**src/rtl/dpseq_pkg.sv**
```systemverilog
// Shared types and defaults for the dot-product sequencer.
package dpseq_pkg;

   localparam int unsigned RESULT_W        = 16;
   localparam int unsigned DEF_VEC_LEN     = 4;
   localparam int unsigned DEF_TIMEOUT_CYC = 255;

   typedef enum logic [2:0] {
      S_IDLE      = 3'd0,
      S_WAIT_LOAD = 3'd1,
      S_ARM       = 3'd2,
      S_STREAM    = 3'd3,
      S_WAIT_COMP = 3'd4,
      S_DONE      = 3'd5
   } dpseq_state_e;

endpackage

```
**src/rtl/dpseq_watchdog.sv**
```systemverilog
// Wait-state timeout counter; only instantiated when DPSEQ_TIMEOUT_EN is defined.
module dpseq_watchdog
   import dpseq_pkg::*;
#(
   parameter int unsigned TIMEOUT_CYC = DEF_TIMEOUT_CYC
) (
   input  logic clk,
   input  logic rst_n,
   input  logic clear,
   input  logic enable,
   output logic expire
);

   localparam int unsigned CNT_W = $clog2(TIMEOUT_CYC + 1);

   logic [CNT_W-1:0] count;

   // Expires on the TIMEOUT_CYC-th cycle spent in a wait state, so the FSM
   // leaves exactly TIMEOUT_CYC cycles after entry.
   assign expire = enable && (count == CNT_W'(TIMEOUT_CYC - 1));

   always_ff @(posedge clk or negedge rst_n) begin
      if (!rst_n) begin
         count <= '0;
      end else if (clear) begin
         count <= '0;
      end else if (enable && !expire) begin
         count <= count + 1'b1;
      end
   end

endmodule

```
**src/rtl/dot_product_sequencer.sv**
```systemverilog
// Sequences vector load, compute start, element streaming and result handoff.
// Optional wait-state watchdog is compiled in with DPSEQ_TIMEOUT_EN.
module dot_product_sequencer
   import dpseq_pkg::*;
#(
   parameter int unsigned VEC_LEN     = DEF_VEC_LEN,
   parameter int unsigned IDX_W       = 8,
   parameter int unsigned TIMEOUT_CYC = DEF_TIMEOUT_CYC
) (
   input  logic                CLK,
   input  logic                RST_N,
   input  logic                GO,
   input  logic                ABORT,
   input  logic                ACK,
   input  logic                doneA,
   input  logic                doneB,
   input  logic                comp_done,
   input  logic [RESULT_W-1:0] dot_result,
   output logic                RD_EN,
   output logic                START_COMP,
   output logic [IDX_W-1:0]    ELEM_IDX,
   output logic                BUSY,
   output logic [RESULT_W-1:0] RESULT,
   output logic                RESULT_VALID,
   output logic                ERR
);

   if (VEC_LEN < 1 || VEC_LEN > 255 || TIMEOUT_CYC < 1 ||
       (64'(1) << IDX_W) < 64'(VEC_LEN)) begin : g_bad_params
      $error("dot_product_sequencer: illegal parameter set");
   end

   dpseq_state_e state, state_nx;
   logic         timeout;
   logic         go_accept;
   logic         latch_result;
   logic         err_set;
   logic         last_idx;

`ifdef DPSEQ_TIMEOUT_EN
   logic in_wait;

   assign in_wait = (state == S_WAIT_LOAD) || (state == S_WAIT_COMP);

   dpseq_watchdog #(
      .TIMEOUT_CYC (TIMEOUT_CYC)
   ) u_watchdog (
      .clk    (CLK),
      .rst_n  (RST_N),
      .clear  (!in_wait),
      .enable (in_wait),
      .expire (timeout)
   );
`else
   assign timeout = 1'b0;
`endif

   assign last_idx = (ELEM_IDX == IDX_W'(VEC_LEN - 1));

   // A real completion event wins over a watchdog expiry in the same cycle.
   always_comb begin
      state_nx     = state;
      go_accept    = 1'b0;
      latch_result = 1'b0;
      err_set      = 1'b0;
      if (ABORT) begin
         state_nx = S_IDLE;
      end else begin
         case (state)
            S_IDLE: begin
               if (GO) begin
                  go_accept = 1'b1;
                  state_nx  = (doneA && doneB) ? S_ARM : S_WAIT_LOAD;
               end
            end
            S_WAIT_LOAD: begin
               if (doneA && doneB) begin
                  state_nx = S_ARM;
               end else if (timeout) begin
                  err_set  = 1'b1;
                  state_nx = S_IDLE;
               end
            end
            S_ARM:    state_nx = S_STREAM;
            S_STREAM: if (last_idx) state_nx = S_WAIT_COMP;
            S_WAIT_COMP: begin
               if (comp_done) begin
                  latch_result = 1'b1;
                  state_nx     = S_DONE;
               end else if (timeout) begin
                  err_set  = 1'b1;
                  state_nx = S_IDLE;
               end
            end
            S_DONE:   if (ACK) state_nx = S_IDLE;
            default:  state_nx = S_IDLE;
         endcase
      end
   end

   // Outputs are registered from the next state so they line up with it.
   always_ff @(posedge CLK or negedge RST_N) begin
      if (!RST_N) begin
         state        <= S_IDLE;
         RD_EN        <= 1'b0;
         START_COMP   <= 1'b0;
         ELEM_IDX     <= '0;
         BUSY         <= 1'b0;
         RESULT       <= '0;
         RESULT_VALID <= 1'b0;
         ERR          <= 1'b0;
      end else begin
         state        <= state_nx;
         START_COMP   <= (state_nx == S_ARM);
         RD_EN        <= (state_nx == S_STREAM);
         ELEM_IDX     <= (state == S_STREAM && state_nx == S_STREAM) ?
                         ELEM_IDX + 1'b1 : '0;
         BUSY         <= !(state_nx == S_IDLE || state_nx == S_DONE);
         RESULT_VALID <= (state_nx == S_DONE);
         if (latch_result) begin
            RESULT <= dot_result;
         end
         if (err_set) begin
            ERR <= 1'b1;
         end else if (go_accept) begin
            ERR <= 1'b0;
         end
      end
   end

endmodule

```
**config.mk**
```make
export PLATFORM = sky130hd
export DESIGN_NAME = dot_product_sequencer
export DESIGN_NICKNAME = d
export VERILOG_FILES = /design/src/rtl/dpseq_pkg.sv /design/src/rtl/dpseq_watchdog.sv /design/src/rtl/dot_product_sequencer.sv
export SDC_FILE = /design/constraint.sdc
export NUM_CORES = 1
export LEC_CHECK = 0
export CAP_MARGIN = 20
export CORE_AREA = 2 2 63 65
export DETAILED_ROUTE_END_ITERATION = 16
export DIE_AREA = 0 0 65 67
export HOLD_SLACK_MARGIN = 0.05
export PLACE_DENSITY = 0.73
export SYNTH_ARGS = -nofsm -noshare
export SYNTH_HDL_FRONTEND = slang
export SYNTH_SLANG_ARGS = --single-unit
```
**constraint.sdc**
```tcl
create_clock -name CLK -period 1.9 [get_ports CLK]
set_input_delay 0.38 -clock CLK [delete_from_list [all_inputs] [get_ports CLK]]
set_output_delay 0.38 -clock CLK [all_outputs]
set_load 0.01 [all_outputs]
```
==> results of run 1 <==
[metal layers]
layer | up-vias | part of all wire, %
met5 | - | 0
met3 | 5 | 8.0
met4 | 0 | 2.4
met2 | 46 | 47
met1 | 511 | 43
li1 | 511 | -
[cells in the final DEF, fill, tap and decap left out]
cell | netlist | routed
inv_1 | 3 | 3
clkinv_2 | 0 | 3
xor2_1 | 2 | 2
nand2_1 | 3 | 3
clkbuf_8 | 0 | 5
mux2_4 | 10 | 10
o22ai_1 | 1 | 1
o2111ai_1 | 2 | 2
buf_4 | 2 | 12
or4bb_1 | 1 | 1
dfrtp_1 | 31 | 31
or4_1 | 2 | 2
ha_1 | 1 | 1
clkdlybuf4s50_1 | 0 | 51
nor2_1 | 7 | 7
or3_1 | 3 | 3
or3b_1 | 2 | 2
nand4_1 | 1 | 1
nor2b_1 | 4 | 4
xnor2_1 | 1 | 1
conb_1 | 1 | 1
o211ai_1 | 1 | 1
nor3_1 | 3 | 3
a31oi_1 | 1 | 1
a21boi_0 | 1 | 1
mux2_2 | 6 | 6
nand3_1 | 4 | 4
and2b_1 | 1 | 1
o21ai_0 | 6 | 6
buf_12 | 1 | 1
a21oi_1 | 5 | 5
[metrics by stage]
stage | total power (uW) | util [%] | area, sq um | hold slack, ns | cells
5_1_grt | 1430 | 57.8 | 2090 | 0.527 | 223
6_report | 1370 | 57.8 | 2090 | 0.489 | 223
3_3_place_gp | 892 | 55.5 | 2000 | 0.489 | 215
4_1_cts | 1390 | 57.8 | 2090 | 0.492 | 223
3_5_place_dp | 897 | 55.5 | 2000 | 0.494 | 215
2_1_floorplan | 774 | - | 1380 | 0.0844 | 108
[registers in the layout, summed over array words and instances, names as in the netlist]
| name | count |
|---|---|
| BUSY | 1 |
| ELEM_IDX | 8 |
| RD_EN | 1 |
| RESULT | 16 |
| RESULT_VALID | 1 |
| START_COMP | 1 |
| state | 3 |
[cell type report]
cell class,instances,area (sq um)
clock buffer,5,68.8
multi-input combinational,69,534
inverter,3,11.3
timing repair buffer,64,621
fill,296,1520
tap,48,60.1
clock inverter,3,15.0
sequential,31,776
[worst max-delay path: stages, from the launching register on]
cell and delay, ns:
dfrtp_1 0.37, or3b_1 0.39, or3b_1 0.40, buf_12 0.18, mux2_4 0.30
[power breakdown]
group | switching, uW | total (uW) | leakage, uW | internal (uW)
clock | 232 | 481 | 0.0000477 | 250
combinational | 65.7 | 184 | 0.000474 | 118
sequential | 12.9 | 700 | 0.000420 | 687
total | 310 | 1370 | 0.000942 | 1050
[cell usage after synthesis (3+ instances only)]
| cell type | instances |
|---|---|
| mux2_4 | 10 |
| or3_1 | 3 |
| nor3_1 | 3 |
| inv_1 | 3 |
| mux2_2 | 6 |
| o21ai_0 | 6 |
| nor2_1 | 7 |
| nor2b_1 | 4 |
| nand3_1 | 4 |
| nand2_1 | 3 |
| a21oi_1 | 5 |
| dfrtp_1 | 31 |
[logic make-up after synthesis]
kind of cell	Yosys count
other	1
xor gates and xnor gates	3
muxes	16
buffers and inverters	8
AOI/OAI and AO/OA	17
DFF	31
and+or+nand+nor	31
adders and majority gates	1
[worst min-delay path by stage]
stage          startpoint      endpoint  cells past startpoint
4_1_cts             RST_N  RESULT_VALID                      2
3_3_place_gp    RESULT[0]     RESULT[0]                      1
5_1_grt             RST_N  RESULT_VALID                      2
2_1_floorplan       RST_N          BUSY                      0
3_5_place_dp    RESULT[0]     RESULT[0]                      1
6_report            RST_N     RESULT[1]                      2
==> results.ini, run 1 <==
[flow_run]
drv_cap=0

[yosys]
synth_xor_area_share_pct=1.91
synth_nets=133
seq_area_frac_synth_pct=56.3
synthSimpleGateAreaFrac_pct=12.6
ys_async_sr_fraction_pct=100
synth_edf_count=0
synth.largest_area_cell=dfrtp_1
synth_top_family_by_area=multiplexers
ys_warn_count=0
syn_area_sq_um=1380
synth_cell_types=29
synth_fa_ha_area_share_pct=0.907
synth_compound_area_share_pct=7.26
synth_ff_type=dfrtp_1
synth_top_cell_area_share_pct=56.3
synth.avg_cell_area_sq_um=12.8
synthMuxAreaShare_pct=15.8
ys_ff_latch=31
synth_area_leaders=dfrtp_1 (56%), mux2_4 (11%), mux2_2 (4.9%), o21ai_0 (2.2%), nor2_1 (1.9%)
synth_cells=108

[global_routing]
grt_pass1_wl_um=4860
antenna_found_initial=0
met2_usage_pct=25.5
first_global_vias=1125
use_met1_pct=16.6
grt_max_degree=32
grt_usage_pct=15.3
gr-max-usage-layer=met2
gr-total-overflow=0
grt_util_met3_pct=4.73

[floorplan]
die-area_sq_um=4360
io_pins=53
core_area_sq_um=3610
chipHeight_um=67
start_util_pct=38.2
die_w_um=65
num_rows=22

[clock_network]
cts_max_path_buffers=2
post_cts_resize_count=0
clk_pin_slew_worst_paths_ns=0.06
cts_root_buf=clkbuf_8
cts_setup_buffers=0
clock_sinks=31
tritoncts=yes
cts_hold_buf=0
h-tree-depth=2
cts_buffers=5
clk_latency_ns=0.28

[finish]
area_delta_synth_final_pct=51.3
fin_nets=199
diodes=0
final_layout_size_suffix_gt1_share_pct=21.1

[place]
dp_slack_ns=0.0233
dp_hpwl_um=2160
port_buffers=51
gp_congestion=0.778

[power_and_ir_drop]
pwr_density_cell_nw_per_um2=654
p_leak_uw=0.000942
vdd_drop_max_mv=0.343

[drt]
drt-wirelength-per-cell_um=13.2
drt_iter0_drc=50
postRouteAntennaNets=0
firstDrtPassIters=4
avgViaCountPerCell=4.81
dr_total_vias=1073
routed_wl_um=2950
drcViolationCount=0

[critical_path]
arrival_ns=1.93
cp-startpoint=state[1]
reg2reg_slack_ns=0.12
startpoint_type=register
crit_fanout=16
crit_end=RESULT[11]
worstReg2RegStart=state[1]
setup.worst_path.end_class=register
required_ns=2.06
r2r-end=RESULT[11]
reg2regPathDepth=4
crit_type=reg2reg

[timing]
fmax_ghz=0.563
layout_setup_ws_ns=0.125
hold_viol_final=0
layout_min_cycle_time_ns=1.78
period_share_pct=93.4
fin_tns_setup_ns=0
setup_violations=0
rsz0062_at_grt=no
slew_viol_final=0
finalClockSkew_ns=0.00497

[worst_hold_path]
hold_path.class=in2async

[status]
status=completed

Note: power is estimated with default switching activity, not from simulation.
==> run 2: changes to the inputs <==
Settings changed: CTS_CLUSTER_SIZE set to 25.
==> results of run 2 <==
Same layout as run 1: the final DEF is identical, and so are final timing and power.
